[config.mk]
export PLATFORM = sky130hd
export DESIGN_NAME = snes_pad_responder
export DESIGN_NICKNAME = d
export VERILOG_FILES = /design/src/rtl/snes_pad_responder.sv
export SDC_FILE = /design/constraint.sdc
export NUM_CORES = 1
export LEC_CHECK = 0
export BUFFER_PORTS_ARGS = -buffer_cell sky130_fd_sc_hd__buf_2
export CAP_MARGIN = 20
export CORE_ASPECT_RATIO = 2
export CORE_MARGIN = 3
export CORE_UTILIZATION = 45
export DETAILED_ROUTE_END_ITERATION = 8
export PLACE_DENSITY = 0.65
export SLEW_MARGIN = 10
export SYNTH_ARGS = -nofsm -noshare
export SYNTH_HDL_FRONTEND = slang
export SYNTH_SLANG_ARGS = --single-unit
[constraint.sdc]
create_clock -name clk -period 6.73 [get_ports clk]
set_input_delay 0.3365 -clock clk [delete_from_list [all_inputs] [get_ports clk]]
set_output_delay 0.3365 -clock clk [all_outputs]
set_load 0.005 [all_outputs]
[src/rtl/snes_pad_responder.sv]
// snes_pad_responder: device side of the SNES controller serial link.
// Watches the host latch/clock lines and shifts a 16-bit, active-low
// button word out on serial_data the way a physical pad does.
// Optional feature macro: PAD_TURBO_EN (adds turbo_mask and a turbo phase).
module snes_pad_responder #(
  parameter int          SYNC_STAGES    = 2,
  parameter logic [19:0] TIMEOUT_CYCLES = 20'd560000,
  parameter int          TURBO_FRAMES   = 4
) (
  input  logic        clk,
  input  logic        rst_b,
  input  logic        data_latch,
  input  logic        data_clock,
  input  logic [15:0] buttons_in,
`ifdef PAD_TURBO_EN
  input  logic [15:0] turbo_mask,
`endif
  output logic        serial_data,
  output logic        busy,
  output logic        idle,
  output logic        overrun,
  output logic [7:0]  frame_cnt
);

  typedef enum logic [1:0] {S_IDLE, S_LATCH, S_SHIFT, S_DONE} state_t;

  state_t      state, state_nxt;
  logic [SYNC_STAGES-1:0] latch_sync, clock_sync;
  logic        latch_q, clock_q;
  logic        latch_s, clock_s;
  logic        latch_rise, latch_fall, clock_rise;
  logic [15:0] shreg, shreg_nxt, load_word;
  logic [4:0]  bit_cnt;
  logic [19:0] tmo_cnt;
  logic        load, shift_en, tmo_hit, serial_nxt;

  assign latch_s    = latch_sync[SYNC_STAGES-1];
  assign clock_s    = clock_sync[SYNC_STAGES-1];
  assign latch_rise = latch_s & ~latch_q;
  assign latch_fall = ~latch_s & latch_q;
  assign clock_rise = clock_s & ~clock_q;
  assign busy       = (state == S_SHIFT);

  // Synchronize host lines and keep one extra flop for edge detection.
  // The clock chain resets high (line idles high) so release of reset
  // never looks like a clock rising edge.
  always_ff @(posedge clk or negedge rst_b) begin
    if (!rst_b) begin
      latch_sync <= '0;
      clock_sync <= '1;
      latch_q    <= 1'b0;
      clock_q    <= 1'b1;
    end else begin
      latch_sync <= {latch_sync[SYNC_STAGES-2:0], data_latch};
      clock_sync <= {clock_sync[SYNC_STAGES-2:0], data_clock};
      latch_q    <= latch_s;
      clock_q    <= clock_s;
    end
  end

`ifdef PAD_TURBO_EN
  localparam int TW = (TURBO_FRAMES > 1) ? $clog2(TURBO_FRAMES) : 1;
  logic          phase;
  logic [TW-1:0] turbo_cnt;

  // Turbo buttons read as pressed only during phase 1; phase flips after
  // every TURBO_FRAMES latches, using the phase held before this latch.
  assign load_word = {4'hF, ~(buttons_in[11:0] & ~(turbo_mask[11:0] & {12{~phase}}))};

  // Count latches to advance the turbo phase.
  always_ff @(posedge clk or negedge rst_b) begin
    if (!rst_b) begin
      phase     <= 1'b0;
      turbo_cnt <= '0;
    end else if (load) begin
      if (turbo_cnt == TW'(TURBO_FRAMES - 1)) begin
        turbo_cnt <= '0;
        phase     <= ~phase;
      end else begin
        turbo_cnt <= turbo_cnt + TW'(1);
      end
    end
  end
`else
  // Bits 12-15 always read as released.
  assign load_word = {4'hF, ~buttons_in[11:0]};
`endif

  // State register.
  always_ff @(posedge clk or negedge rst_b) begin
    if (!rst_b) state <= S_IDLE;
    else        state <= state_nxt;
  end

  // Next state and datapath controls; latch edges win over everything,
  // including a clock edge seen in the same cycle.
  always_comb begin
    state_nxt = state;
    load      = 1'b0;
    shift_en  = 1'b0;
    tmo_hit   = (tmo_cnt == TIMEOUT_CYCLES - 20'd1);
    if (latch_rise) begin
      load      = 1'b1;
      state_nxt = S_LATCH;
    end else if (tmo_hit) begin
      state_nxt = S_IDLE;
    end else begin
      case (state)
        S_LATCH: if (latch_fall) state_nxt = S_SHIFT;
        S_SHIFT: if (clock_rise) begin
          shift_en = 1'b1;
          if (bit_cnt == 5'd15) state_nxt = S_DONE;
        end
        default: ;
      endcase
    end
    shreg_nxt = shreg;
    if (load)          shreg_nxt = load_word;
    else if (shift_en) shreg_nxt = {1'b0, shreg[15:1]};
    case (state_nxt)
      S_IDLE:  serial_nxt = 1'b1;
      S_DONE:  serial_nxt = 1'b0;
      default: serial_nxt = shreg_nxt[0];
    endcase
  end

  // Shift register, counters and registered outputs.
  always_ff @(posedge clk or negedge rst_b) begin
    if (!rst_b) begin
      shreg       <= '1;
      bit_cnt     <= '0;
      tmo_cnt     <= '0;
      frame_cnt   <= '0;
      idle        <= 1'b1;
      overrun     <= 1'b0;
      serial_data <= 1'b1;
    end else begin
      shreg       <= shreg_nxt;
      serial_data <= serial_nxt;
      overrun     <= load && (state == S_SHIFT);
      if (load) begin
        bit_cnt   <= '0;
        tmo_cnt   <= '0;
        frame_cnt <= frame_cnt + 8'd1;
        idle      <= 1'b0;
      end else begin
        if (shift_en) bit_cnt <= bit_cnt + 5'd1;
        if (tmo_cnt != TIMEOUT_CYCLES) tmo_cnt <= tmo_cnt + 20'd1;
        if (tmo_hit) idle <= 1'b1;
      end
    end
  end

endmodule
==> flow_summary.toml <==
[synthesis]
ys_seq_area_frac = 0.545
yosysTopAreaCellShare = 0.348
avgSynthCellArea_um2 = 11.1
synth_nets = 280
ys_warn_count = 0
synth_edf_count = 0
synth_area_um2 = 2800
synthFlopType = "dfrtp_1"
synth.ff_latch_count = 60
synthArstFlopShare = 1.00
synth_area_leaders = "dfrtp_1, dfstp_2, mux2i_1"
synthCells = 252
yosys.area.top_type = "dfrtp_1"
synth.distinct_cells = 39

[sta]
clock.fmax_mhz = 408
rsz0062_at_grt = "false"
drv_slew = 0
slew-limit-headroom = 0.488
fin_skew_ns = 0.00432
hold_violations = 0
setup-violations-final = 0
tns_ns = 0
min_period_ns = 2.45
hold_slack_ns = 0.114
timing.final.crit_share = 0.364
worst_slew_pin_slew_ns = 0.762

[worst_setup_path]
crit_path_end_kind = "register"
slowest_delay_ns = 0.54
cpMostUsedCell = "o21ai_0"
cp_cell_sequence = "ha_1, nand4_1, nor3_1, and2_1, o21ai_0, inv_1, ha_1, o21ai_0, o21ai_0, o21ai_0"
critPathArrivalTime_ns = 2.69
cp_max_fo = 6
slowest_stage = "nor3_1"
required_ns = 6.97
start_kind = "register"
critical_path_class = "reg -> reg"
crit_family = "simple AND/OR/NAND/NOR gates"
critical_path_buf_inv_count = 1

[routing]
postRouteAntennaNets = 0
dr.pass1.iters = 4
wl_per_cell_um = 14.0
drc = 0
vias = 1886
drtIter0Drc = 88
finalWirelength_um = 4950
vias_per_cell = 5.34

[clock_network]
cts_hold_buf = 0
postCtsSetupBuffers = 0
h-tree-depth = 3
clk_pin_slew_ns = 0.05
cts_buffers = 9
clk_latency_ns = 0.32
cts-root-buf = "clkbuf_16"
cts.sinks = 60
cts_resized = 0
cts_tree = "yes"
clk_path_buf_depth = 2

[power_and_ir_drop]
power.density_nw_per_um2 = 333
p_seq_frac = 0.437
power.share.switching = 0.254
intPower_mw = 0.821
pwr-share-clk = 0.403
ir_drop_v = 0.000136
p_switching_mw = 0.279
power_frac_comb = 0.160
p_leak_nw = 1.52

[placed_design]
gp_congestion = 0.731
io_buffers = 27
dp_hpwl_um = 3330

[global_route]
grt_pass1_vias = 1987
grt_use_total = 0.156
grt-ovfl-total = 0
grt_antenna_before_repair = 0
grt_pass1_wl_um = 8510
grt_max_degree = 61

[layout]
antenna_cells = 0
layout-drive-gt1-share = 0.245
area_growth_pct = 18.0
n_fill_cell = 519
nNetsFinal = 313

[floorplan]
core_um2 = 6010
design.die.area_um2 = 7270
die_w_um = 61.8
dieHeight_um = 118
rows = 40
io-pin-count = 32
start_util = 0.467

[min_path]
hp-class = "in -> reg"

[job]
maxCapViolations = 0

[status]
outcome = "finished clean"
metrics by stage:
step	util	setup slack, ns	total power [mW]	area (µm²)	instances
2_1_floorplan	-	4.53	0.602	2800	252
3_3_place_gp	0.501	4.29	0.659	3010	337
3_5_place_dp	0.501	4.28	0.666	3010	337
4_1_cts	0.551	4.25	1.12	3310	353
5_1_grt	0.551	4.05	1.16	3310	353
6_report	0.551	4.28	1.10	3310	353
layout make-up:
cell class	instances	area (µm²)	area share
Inverter	10	37.5	0.0113
Clock buffer	16	302	0.0911
Tap cell	63	78.8	0.0238
Multi-Input combinational cell	173	1200	0.362
Sequential cell	60	1530	0.462
Timing Repair Buffer	31	165	0.0499
final timing paths:
path	from	end	slack (ns)	depth (start not counted)
worst max-delay path	tmo_cnt[1]$_DFFE_PN0P_	serial_data$_DFF_PN1_	4.28	10
worst min-delay path	data_clock	clock_sync[0]$_DFF_PN1_	0.11	1
worst max register to register	tmo_cnt[1]$_DFFE_PN0P_	serial_data$_DFF_PN1_	4.28	10
worst min register to register	latch_sync[0]$_DFF_PN0_	latch_sync[1]$_DFF_PN0_	0.35	0
max in group asynchronous	rst_b	overrun$_DFF_PN0_	6.09	2
min in group asynchronous	rst_b	frame_cnt[5]$_DFFE_PN0P_	0.16	2
power groups by stage:
stage / clock, mW / combinational [mW] / sequential (mW)
after global placement: 0 / 0.175 / 0.485
after floorplan: 0 / 0.124 / 0.478
final: 0.443 / 0.176 / 0.481
after detailed placement: 0 / 0.180 / 0.487
after global routing: 0.469 / 0.204 / 0.490
after CTS: 0.454 / 0.181 / 0.482
worst reg2reg max path, stage by stage (launching register included):
cell and delay, ns:
dfrtp_1 0.41, ha_1 0.24, nand4_1 0.24, nor3_1 0.55
and2_1 0.23, o21ai_0 0.12, inv_1 0.09, ha_1 0.24
o21ai_0 0.07, o21ai_0 0.09, o21ai_0 0.09
sequential cells by signal, indices dropped and copies added, names as in the netlist:
signal and cells:
overrun 1, serial_data 1, frame_cnt 8, tmo_cnt 20, state 2, bit_cnt 5
latch_sync 2, clock_q 1, idle 1, clock_sync 2, shreg 16, latch_q 1
Yosys cell counts, types with 2 or more instances:
master / instances
a211oi_1: 2
o21ai_0: 9
nor2_1: 26
and3_1: 4
nand2_1: 17
dfstp_2: 21
xor2_1: 12
mux2i_1: 25
xnor2_1: 14
and4_1: 2
or3_1: 3
and2_1: 2
nor3_1: 9
a21oi_1: 6
inv_1: 10
buf_2: 2
nand2b_1: 3
nand4_1: 4
clkbuf_1: 5
nand3_1: 12
dfrtp_1: 39
ha_1: 8
metal layers:
layer	up-vias	part of all wire	global-route usage	wire length, µm
li1	931	-	-	-
met1	924	0.41	0.165	2010
met2	23	0.54	0.264	2690
met3	8	0.028	0.0461	139
met4	0	0.021	0.0757	106
met5	-	0	0	0
layout by cell type (no fill, tap or decap), types with 2 or more instances in the layout:
cell	instances
a211oi_1	2
a21oi_1	6
and2_1	2
and3_1	4
and4_1	2
buf_2	27
buf_4	4
clkbuf_1	2
clkbuf_16	9
clkbuf_8	5
dfrtp_1	39
dfstp_2	21
ha_1	8
inv_1	10
mux2i_1	25
nand2_1	17
nand2b_1	3
nand3_1	12
nand4_1	4
nor2_1	26
nor3_1	9
o21ai_0	9
or3_1	3
xnor2_1	14
xor2_1	12
cell families (layout without fill, tap and decap cells):
family	count (synthesis)	in the layout	synth area share
AND/OR/NAND/NOR	90	90	0.166
flip-flops	60	60	0.545
XOR/XNOR	26	26	0.0812
multiplexers	25	25	0.0892
AO/OA/AOI/OAI	24	24	0.0535
buffers and inverters	19	57	0.0290
adder cells (fa/ha/maj)	8	8	0.0357
(Power assumes the default switching activity.)
